File: src/rtl/pulse_meas_pkg.sv
// rtl/pulse_meas_pkg.sv - shared types for the pulse measurement stage
package pulse_meas_pkg;

    localparam int PM_CNT_WIDTH_DEF = 16;

    typedef enum logic [1:0] {
        PM_IDLE,
        PM_ARMED,
        PM_HIGH,
        PM_LOW
    } pm_state_e;

    // Bit layout matches the flat result vector produced by pulse_meas_obuf.
    typedef struct packed {
        logic [PM_CNT_WIDTH_DEF-1:0] high;
        logic [PM_CNT_WIDTH_DEF-1:0] period;
        logic                        ovf;
        logic                        lost;
    } pm_res_t;

endpackage

File: src/rtl/pulse_meas_obuf.sv
// rtl/pulse_meas_obuf.sv - single-entry valid/ready result register with drop and sticky-lost
import pulse_meas_pkg::*;

module pulse_meas_obuf #(
    parameter int W = PM_CNT_WIDTH_DEF
) (
    input  logic           clk,
    input  logic           rst,
    input  logic           load,
    input  logic [2*W:0]   in_res,
    input  logic           ready,
    output logic           valid,
    output logic [2*W+1:0] res
);

    logic lost_sticky;
    logic free;

    assign free = !valid || ready;

    always_ff @(posedge clk or posedge rst) begin
        if (rst) begin
            valid       <= 1'b0;
            res         <= '0;
            lost_sticky <= 1'b0;
        end else if (load && free) begin
            valid       <= 1'b1;
            res         <= {in_res, lost_sticky};
            lost_sticky <= 1'b0;
        end else begin
            // A result arriving while the entry is held is dropped and remembered.
            if (load) begin
                lost_sticky <= 1'b1;
            end
            if (ready) begin
                valid <= 1'b0;
            end
        end
    end

endmodule

File: src/rtl/pulse_meas.sv
// rtl/pulse_meas.sv - high-time and period measurement from synchronised edge pulses
import pulse_meas_pkg::*;

module pulse_meas #(
    parameter int CNT_WIDTH = PM_CNT_WIDTH_DEF
) (
    input  logic                 clk_i,
    input  logic                 rst_i,
    input  logic                 en_i,
    input  logic                 re_i,
    input  logic                 fe_i,
    output logic [CNT_WIDTH-1:0] high_o,
    output logic [CNT_WIDTH-1:0] period_o,
    output logic                 ovf_o,
    output logic                 lost_o,
    output logic                 valid_o,
    input  logic                 ready_i
);

    localparam logic [CNT_WIDTH-1:0] CNT_MAX = '1;
    localparam logic [CNT_WIDTH-1:0] CNT_ONE = {{(CNT_WIDTH-1){1'b0}}, 1'b1};

    pm_state_e            state;
    logic [CNT_WIDTH-1:0] cnt;
    logic [CNT_WIDTH-1:0] high_q;
    logic                 ovf_q;
    logic                 cnt_sat;
    logic                 emit;
    logic [2*CNT_WIDTH+1:0] obuf_res;

    assign cnt_sat = (cnt == CNT_MAX);
    assign emit    = en_i && (state == PM_LOW) && re_i;

    always_ff @(posedge clk_i or posedge rst_i) begin
        if (rst_i) begin
            state  <= PM_IDLE;
            cnt    <= '0;
            high_q <= '0;
            ovf_q  <= 1'b0;
        end else if (!en_i) begin
            state <= PM_IDLE;
            cnt   <= '0;
            ovf_q <= 1'b0;
        end else begin
            unique case (state)
                PM_IDLE: state <= PM_ARMED;
                PM_ARMED: begin
                    if (re_i) begin
                        state <= PM_HIGH;
                        cnt   <= CNT_ONE;
                        ovf_q <= 1'b0;
                    end
                end
                PM_HIGH, PM_LOW: begin
                    // Any rising edge restarts: closes a period in LOW, aborts in HIGH.
                    if (re_i) begin
                        state <= PM_HIGH;
                        cnt   <= CNT_ONE;
                        ovf_q <= 1'b0;
                    end else begin
                        if (state == PM_HIGH && fe_i) begin
                            high_q <= cnt;
                            state  <= PM_LOW;
                        end
                        if (cnt_sat) begin
                            ovf_q <= 1'b1;
                        end else begin
                            cnt <= cnt + CNT_ONE;
                        end
                    end
                end
                default: state <= PM_IDLE;
            endcase
        end
    end

    pulse_meas_obuf #(
        .W(CNT_WIDTH)
    ) u_obuf (
        .clk    (clk_i),
        .rst    (rst_i),
        .load   (emit),
        .in_res ({high_q, cnt, ovf_q | cnt_sat}),
        .ready  (ready_i),
        .valid  (valid_o),
        .res    (obuf_res)
    );

    generate
        if (CNT_WIDTH == PM_CNT_WIDTH_DEF) begin : g_pkg_res
            pm_res_t res;
            assign res      = obuf_res;
            assign high_o   = res.high;
            assign period_o = res.period;
            assign ovf_o    = res.ovf;
            assign lost_o   = res.lost;
        end else begin : g_flat_res
            assign high_o   = obuf_res[2*CNT_WIDTH+1:CNT_WIDTH+2];
            assign period_o = obuf_res[CNT_WIDTH+1:2];
            assign ovf_o    = obuf_res[1];
            assign lost_o   = obuf_res[0];
        end
    endgenerate

endmodule

File: config.mk
export PLATFORM = sky130hd
export DESIGN_NAME = pulse_meas
export DESIGN_NICKNAME = d
export VERILOG_FILES = /design/src/rtl/pulse_meas_pkg.sv /design/src/rtl/pulse_meas_obuf.sv /design/src/rtl/pulse_meas.sv
export SDC_FILE = /design/constraint.sdc
export NUM_CORES = 1
export LEC_CHECK = 0
export CORE_AREA = 5 5 79 81
export DETAILED_ROUTE_END_ITERATION = 16
export DIE_AREA = 0 0 84 86
export PLACE_DENSITY = 0.95
export SYNTH_ARGS = -nofsm -noshare
export SYNTH_HDL_FRONTEND = slang
export SYNTH_SLANG_ARGS = --single-unit
export TNS_END_PERCENT = 1
File: constraint.sdc
create_clock -name clk_i -period 4.6 [get_ports clk_i]
set_input_delay 0.92 -clock clk_i [delete_from_list [all_inputs] [get_ports clk_i]]
set_output_delay 0.92 -clock clk_i [all_outputs]
set_load 0.02 [all_outputs]
# Yosys cells after proc, flatten, opt, wreduce, memory -nomap -nowiden
# Cells that the tools add are included.
[classes]
bitwise_logic = 2
add_sub_neg = 1
n_mux = 19
n_eq_ne = 9
reduce_logical = 14
[op_table]
columns = ["cell", "n"]
rows = [
  ["2-to-1 mux 16 bit", 4],
  ["case mux 16 bit (2 select lines)", 1],
  ["adder 16 x 1 -> 16 bit (second input constant)", 1],
  ["== test 16 bit (second input constant)", 1],
  ["!= test 4 bit (second input constant)", 3],
  ["2-to-1 mux 1 bit", 8],
  ["2-to-1 mux 2 bit", 4],
  ["case mux 2 bit (3 select lines)", 1],
  ["AND reduction 3 bit", 2],
  ["== test 2 bit (second input constant)", 2],
  ["logical AND 1 bit", 4],
  ["AND reduction 4 bit", 1],
  ["nonzero test 2 bit", 2],
  ["!= test 3 x 1 -> 1 bit (second input constant)", 1],
  ["!= test 3 bit (second input constant)", 1],
  ["== test 2 x 1 -> 1 bit (second input constant)", 1],
  ["zero test 2 bit", 1],
  ["case mux 1 bit (2 select lines)", 1],
  ["AND reduction 2 bit", 1],
  ["OR reduction 2 bit", 1],
  ["zero test 1 bit", 1],
  ["logical OR 1 bit", 1],
  ["inverter 1 bit", 1],
  ["bitwise OR 1 bit", 1],
]
[totals]
word_cells = 52
regBits = 71
output_inout_bits = 35
input_bits = 6

# Longest topological paths before layout
# Gate-level depths: netlist of the first run.
[logic_depth]
ltp_word = 6
depth_mapped = 7
ltp_nobuf = 5

# Cells and area by module
# From an unflattened synthesis of the first run, not the netlist that was laid out.
[unflattened]
hier_cells = 242
hier_area_um2 = 3220.6
[by_module_without_submodules]
columns = ["module", "seq_area_each_um2", "cells_each", "area_per_inst_um2", "instances"]
rows = [
  ["pulse_meas", 875.8, 163, 1741.7, 1],
  ["pulse_meas_obuf", 900.9, 79, 1478.9, 1],
]

# Least setup slack after synthesis of the first run
# Ideal clock, no wire load.
[synth_path]
path_kind = "input-to-reg"
startpoint = "in en_i"
endpoint = "reg high_q[0]"
slack_ns = 2.384
path_stages = 5
arrival_ns = 2.091
path_buffers = 2
setup_time_ns = 0.125
t_required_ns = 4.475
path_cell_list = "buf_2 > nand3b_2 > nor3b_4 > buf_6 > mux2_2"
[synth_between]
elab_chain_len = 1
[synth_rtl]
columns = ["item", "line", "source"]
rows = [
  ["from (decl)", "pulse_meas.sv:9", "input logic en_i,"],
  ["AND reduction 4 bit (no line)", "-", ""],
  ["to (signal assigned)", "pulse_meas.sv:62", "high_q <= cnt;"],
  ["to (decl)", "pulse_meas.sv:25", "logic [CNT_WIDTH-1:0] high_q;"],
]
# Every way passes these cells.
# A chain may end at the register's enable or synchronous reset.

# Final worst setup path of the first run
[layout_path]
startpoint = "in en_i"
endpoint = "reg u_obuf.res[22]"
[layout_between]
elab_chain_len = 3
[layout_rtl]
columns = ["item", "line", "source"]
rows = [
  ["logical AND 1 bit (2 in series)", "pulse_meas.sv:32", "assign emit = en_i && (state == PM_LOW) && re_i;"],
  ["logical AND 1 bit", "pulse_meas_obuf.sv:26", "end else if (load && free) begin"],
  ["to (signal assigned)", "pulse_meas_obuf.sv:28", "res <= {in_res, lost_sticky};"],
  ["to (decl)", "pulse_meas_obuf.sv:13", "output logic [2*W+1:0] res"],
]
# Every way passes these cells.

==> results of run 1 <==
## layer usage
layer  track usage, %  up-vias  part of all wire [%]
li1                 -      964                     -
met1             23.4     1017                    43
met2             28.3       74                    50
met3             4.13       12                   5.8
met4             9.94        0                   1.9
met5                0        -                     0
## cells in the final DEF (no fill, tap or decap), types with 2 or more instances in the layout
cell type        count
dfrtp_1             71
mux2_2              48
clkdlybuf4s50_1     40
nand2_1             12
clkbuf_8            12
inv_1               11
a31oi_1             11
nand3_1             10
a21oi_1              8
and4_1               5
nor2_1               5
and3_1               3
o21ai_0              3
nand4_1              3
o211ai_1             3
o21a_1               2
o22ai_1              2
a41oi_1              2
nand2b_1             2
nor3_1               2
## per-stage QoR
step	setup WS [ps]	power [mW]	hold WS, ps
final	1730	1.18	492
after global routing	1560	1.24	520
after CTS	1730	1.19	500
after detailed placement	1360	0.758	485
after global placement	1450	0.756	469
after floorplan	1880	0.721	460
## cell families (layout without fill, tap and decap cells)
family	Yosys count	count (layout)	share of synthesized area [%]
multiplexers	50	50	18.1
XOR/XNOR	1	1	0.283
AND/OR/NAND/NOR	52	52	10.4
buffers and inverters	25	66	4.20
adder cells (fa/ha/maj)	1	1	0.404
AO/OA/AOI/OAI	40	40	9.25
flip-flops	71	71	57.4
## worst paths after layout
kind / start / end / slack [ps]
worst min-delay path: high_q[6] / u_obuf.res[24] / 490
max in group asynchronous: rst_i / cnt[14] / 2630
worst min register to register: high_q[6] / u_obuf.res[24] / 490
worst max register to register: state[1] / u_obuf.res[22] / 2480
min in group asynchronous: rst_i / u_obuf.res[17] / 1090
worst max-delay path: en_i / u_obuf.res[22] / 1730
## power by group through the flow
stage | registers, mW | logic (mW) | clock network, mW
3_3_place_gp | 0.668 | 0.0878 | 0
6_report | 0.657 | 0.0887 | 0.437
5_1_grt | 0.660 | 0.0977 | 0.480
2_1_floorplan | 0.678 | 0.0423 | 0
4_1_cts | 0.657 | 0.0905 | 0.445
3_5_place_dp | 0.668 | 0.0899 | 0
## sequential cells by signal, summed over array words and instances, names as in the netlist
name	flops
state	2
u_obuf.res	34
cnt	16
u_obuf.lost_sticky	1
u_obuf.valid	1
ovf_q	1
high_q	16
## area by class of cell
class / instances / area share [%]
inverter: 12 / 1.22
sequential: 71 / 48.3
multi-input combinational: 144 / 32.4
clock inverter: 1 / 0.136
tap: 72 / 2.45
timing repair buffer: 41 / 11.1
clock buffer: 12 / 4.49
==> flow_summary.yaml, run 1 <==
pwr:
  p_int_uw: 912
  ir_drop_v: 0.000189
  p_switching_uw: 271
  p_sw_share_pct: 22.9
  power_density_mw_per_mm2: 321
  combPwrFrac_pct: 7.5
  p_clk_share_pct: 36.9
  p_leak_nw: 1.69
  p_seq_share_pct: 55.6
cts:
  htree_levels: 3
  ctsHoldBuffers: 0
  clock_sinks: 71
  clk_latency_ps: 340
  cts-root-buf: "clkbuf_8"
  clk_path_buf_depth: 2
  cts_resized: 0
  path_clk_slew_ps: 70
  cts_setup_buffers: 0
  cts_tree: "built"
  numCtsBuffers: 9
detailed_routing:
  ant_nets: 0
  finalWirelength_mm: 5.83
  drt_iter0_drc: 247
  drc: 0
  vias: 2067
  dr.pass1.iters: 4
  via_per_inst: 5.86
  routedWlPerCell_um: 16.5
sta:
  fin_setup_tns_ps: 0
  drv_slew: 0
  setup_violations: 0
  worstMarginPinSlew_ps: 1110
  hold_violations: 0
  skew_ps: 4.48
  finalCriticalPeriod_ps: 2870
  fmax_mhz: 348
  slew_headroom_pct: 25.9
  fin_crit_sh_pct: 62.4
  rsz0062_at_grt: "no"
global_route:
  grt_max_degree: 46
  grt_first_pass_wirelength_mm: 10.3
  grt-ovfl-total: 0
  antenna_found_initial: 0
  grt_pass1_vias: 2140
  grt.total_usage_pct: 18.1
cells_and_area:
  seqCellArea_mm2: 0.00178
  nets: 286
  syn_to_final_growth_pct: 18.8
  multiInputGateArea_mm2: 0.00119
  fillers: 413
  layout.cells.non_filler: 353
  drive_above_1_share_pct: 24.9
  stdcell_area_mm2: 0.00368
  antennaDiodeCount: 0
  postLayoutCoreUtil_pct: 68.1
synth:
  ys_ff_latch: 71
  synth.avg_cell_area_um2: 12.9
  yosysTopAreaCellShare_pct: 57.4
  seq_area_frac_synth_pct: 57.4
  synthCells: 240
  yosysUniqueCellTypes: 46
  synth_most_common_cell: "dfrtp_1"
  synth_top_cell_by_area: "dfrtp_1"
  synth_common_cells: "dfrtp_1, mux2_2, inv_1, nand2_1, a31oi_1"
  async_flop_share_pct: 100
  synth_edf_count: 0
  synth-warning-count: 0
  synth_area_leaders: "dfrtp_1, mux2_2, a31oi_1, nand3_1, inv_1"
  netlist_area_mm2: 0.00310
  syn-num-nets: 247
  synth-main-ff-cell: "dfrtp_1"
outcome:
  status: "completed"
flow_run:
  cap_violations: 0
worst_setup_path:
  critPathBufInv: 1
  crit_chain: "clkdlybuf4s50_1, nand4_1, a21oi_4, mux2_2"
  crit_type: "in2reg"
  cp_top_family: "compound AO/OA/AOI/OAI gates"
  slowest_stage: "a21oi_4"
  required_ps: 4830
  critPathMaxStageDelay_ps: 890
  cp-start-kind: "primary input"
  worst-path-stages: 4
  critPathMaxFanout: 36
  r2r_cells: 3
  arrival_ps: 3100
  critPathCaptureType: "flop"
die:
  die_x_um: 84
  io_pins: 41
  dieArea_mm2: 0.00722
  start_util_pct: 57.3
  rows: 27
  die_y_um: 86
  design.core.area_mm2: 0.00541
place:
  gp_congestion: 0.887
  place_area_mm2: 0.00351
  hpwl_mm: 4.00
  io_buffers: 40
  dp_cells: 340
worst_hold_path:
  hold_depth: 1
  min-delay-path-class: "reg2reg"
(Power assumes the default switching activity.)
==> run 2: changes to the inputs <==
--- a/config.mk
+++ b/config.mk
@@ -5,10 +5,10 @@
 export SDC_FILE = /design/constraint.sdc
 export NUM_CORES = 1
 export LEC_CHECK = 0
-export CORE_AREA = 5 5 79 81
+export CORE_AREA = 5 5 82 84
 export DETAILED_ROUTE_END_ITERATION = 16
-export DIE_AREA = 0 0 84 86
-export PLACE_DENSITY = 0.95
+export DIE_AREA = 0 0 87 89
+export PLACE_DENSITY = 0.89
 export SYNTH_ARGS = -nofsm -noshare
 export SYNTH_HDL_FRONTEND = slang
 export SYNTH_SLANG_ARGS = --single-unit
==> constraint.sdc (replaced) <==
create_clock -name clk_i -period 2.66 [get_ports clk_i]
set_input_delay 0.532 -clock clk_i [delete_from_list [all_inputs] [get_ports clk_i]]
set_output_delay 0.532 -clock clk_i [all_outputs]
set_load 0.02 [all_outputs]
==> run 2 against run 1 <==
  * Critical path depth up 1
  * Sequential power up 74%
  * Flip-flop and latch count unchanged
  * Utilization down 4.1 points
  * Clock skew down 0.99 ps
  * Total power up 73%
  * Final area up 1.8%
  * Clock power up 73%
  * Critical path type is now reg2reg
==> flow_summary.yaml, run 2 (same netlist as run 1, synthesis figures left out) <==
detailed_routing:
  via_per_inst: 5.66
  routedWlPerCell_um: 15.7
  drt_iter0_drc: 173
  ant_nets: 0
  vias: 2049
  dr.pass1.iters: 4
  finalWirelength_mm: 5.70
  drc: 0
cells_and_area:
  syn_to_final_growth_pct: 20.9
  seqCellArea_mm2: 0.00178
  final_cell_mix: "dfrtp_1, mux2_2, clkdlybuf4s50_1, nand2_1, clkbuf_8"
  mostFrequentLayoutCell: "dfrtp_1"
  largest_registers: "u_obuf.res x34, cnt x16, high_q x16"
  largest_reg_flops: 34
  multiInputGateArea_mm2: 0.00119
  antennaDiodeCount: 0
  fillers: 419
  nets: 290
  drive_above_1_share_pct: 25.4
  largest_register: "u_obuf.res"
  stdcell_area_mm2: 0.00375
flow_run:
  cap_violations: 0
sta:
  hold_violations: 0
  slew_headroom_pct: 74.5
  worstMarginPinSlew_ps: 382
  setup_violations: 0
  layout_setup_ws_ps: 615
  fin_setup_tns_ps: 0
  fmax_mhz: 489
  skew_ps: 3.49
  whs_ps: 502
  drv_slew: 0
  fin_crit_sh_pct: 76.9
  rsz0062_at_grt: "no"
  finalCriticalPeriod_ps: 2050
cts:
  ctsHoldBuffers: 0
  htree_levels: 3
  clock_sinks: 71
  path_clk_slew_ps: 70
  clk_path_buf_depth: 2
  numCtsBuffers: 9
  cts_setup_buffers: 0
  cts-root-buf: "clkbuf_8"
  clk_latency_ps: 330
  cts_tree: "built"
  cts_resized: 0
worst_setup_path:
  crit_chain: "ha_1, and4_1, nand4_4, a21o_4, o221ai_1"
  reg2reg_to: "cnt[12]"
  r2r-start: "cnt[0]"
  critPathCaptureType: "flop"
  critPathMaxStageDelay_ps: 480
  cp-start-kind: "flop"
  critPathMaxFanout: 15
  arrival_ps: 2290
  required_ps: 2900
  slowest_stage: "dfrtp_1"
  crit_type: "reg2reg"
  crit_path_start: "cnt[0]"
  r2r_cells: 5
  rrSetupSlack_ps: 610
global_route:
  grt_max_degree: 72
  grt-ovfl-total: 0
  grt_pass1_vias: 1994
  antenna_found_initial: 0
  grt.total_usage_pct: 16.3
  grt_first_pass_wirelength_mm: 9.68
place:
  hpwl_mm: 3.87
  place_area_mm2: 0.00357
  gp_congestion: 0.921
  pre_cts_ws_ps: 296
  io_buffers: 40
die:
  design.core.area_mm2: 0.00585
  start_util_pct: 53.0
  io_pins: 41
  die_x_um: 87
  die_y_um: 89
  rows: 28
  dieArea_mm2: 0.00774
pwr:
  ir_drop_v: 0.000348
  power_density_mw_per_mm2: 547
  p_leak_nw: 1.72
worst_hold_path:
  min-delay-path-class: "reg2reg"
  hold_depth: 1
  min_to: "u_obuf.res[24]"
  min_from: "u_obuf.res[24]"
outcome:
  status: "completed"
==> run 2: changes by cell type in the layout (fill, tap and decap cells not counted) <==
cell      previous run  this run
clkbuf_1             0         3
buf_12               0         2
buf_4                1         3
clkinv_2             1         0
==> run 2: worst max-delay path by stage <==
| stage | slack, ps | end | depth (start not counted) |
|---|---|---|---|
| 2_1_floorplan | 330 | cnt[0] | 1 |
| 3_3_place_gp | 350 | high_q[8] | 5 |
| 3_5_place_dp | 300 | u_obuf.res[3] | 5 |
| 4_1_cts | 620 | cnt[12] | 5 |
| 5_1_grt | 500 | cnt[12] | 5 |
| 6_report | 610 | cnt[12] | 5 |
==> run 2: final cells by class <==
| class | instances | share of cell area, % |
|---|---|---|
| sequential | 71 | 47.4 |
| multi-input combinational | 144 | 31.8 |
| tap | 75 | 2.51 |
| clock buffer | 15 | 4.71 |
| timing repair buffer | 45 | 12.4 |
| inverter | 12 | 1.20 |
==> run 2: report_power, final <==
group	total (mW)	internal [mW]	switching [mW]
Sequential	1.14	1.11	0.0244
Clock	0.756	0.411	0.345
Combinational	0.157	0.0718	0.0855
Total	2.05	1.60	0.455
==> run 2: metal layers <==
layer  GRT usage [%]  wire length, um
met1            21.5             2540
met2            25.2             2810
met3            4.42              297
met4            7.51               56
met5               0                0
==> run 2: critical path: cells and delay by family, from the launching register on <==
| family | cells | cell delay (ps) |
|---|---|---|
| flops | 1 | 480 |
| fa+ha+maj | 1 | 250 |
| compound gates | 2 | 570 |
| simple gates | 2 | 660 |
==> run 2: through the flow <==
| stage | power [mW] | utilization, % | cells |
|---|---|---|---|
| after floorplan | 1.25 | - | 240 |
| after global placement | 1.31 | 61.0 | 347 |
| after detailed placement | 1.32 | 61.0 | 347 |
| after CTS | 2.08 | 64.0 | 362 |
| after global routing | 2.15 | 64.0 | 362 |
| final | 2.05 | 64.0 | 362 |
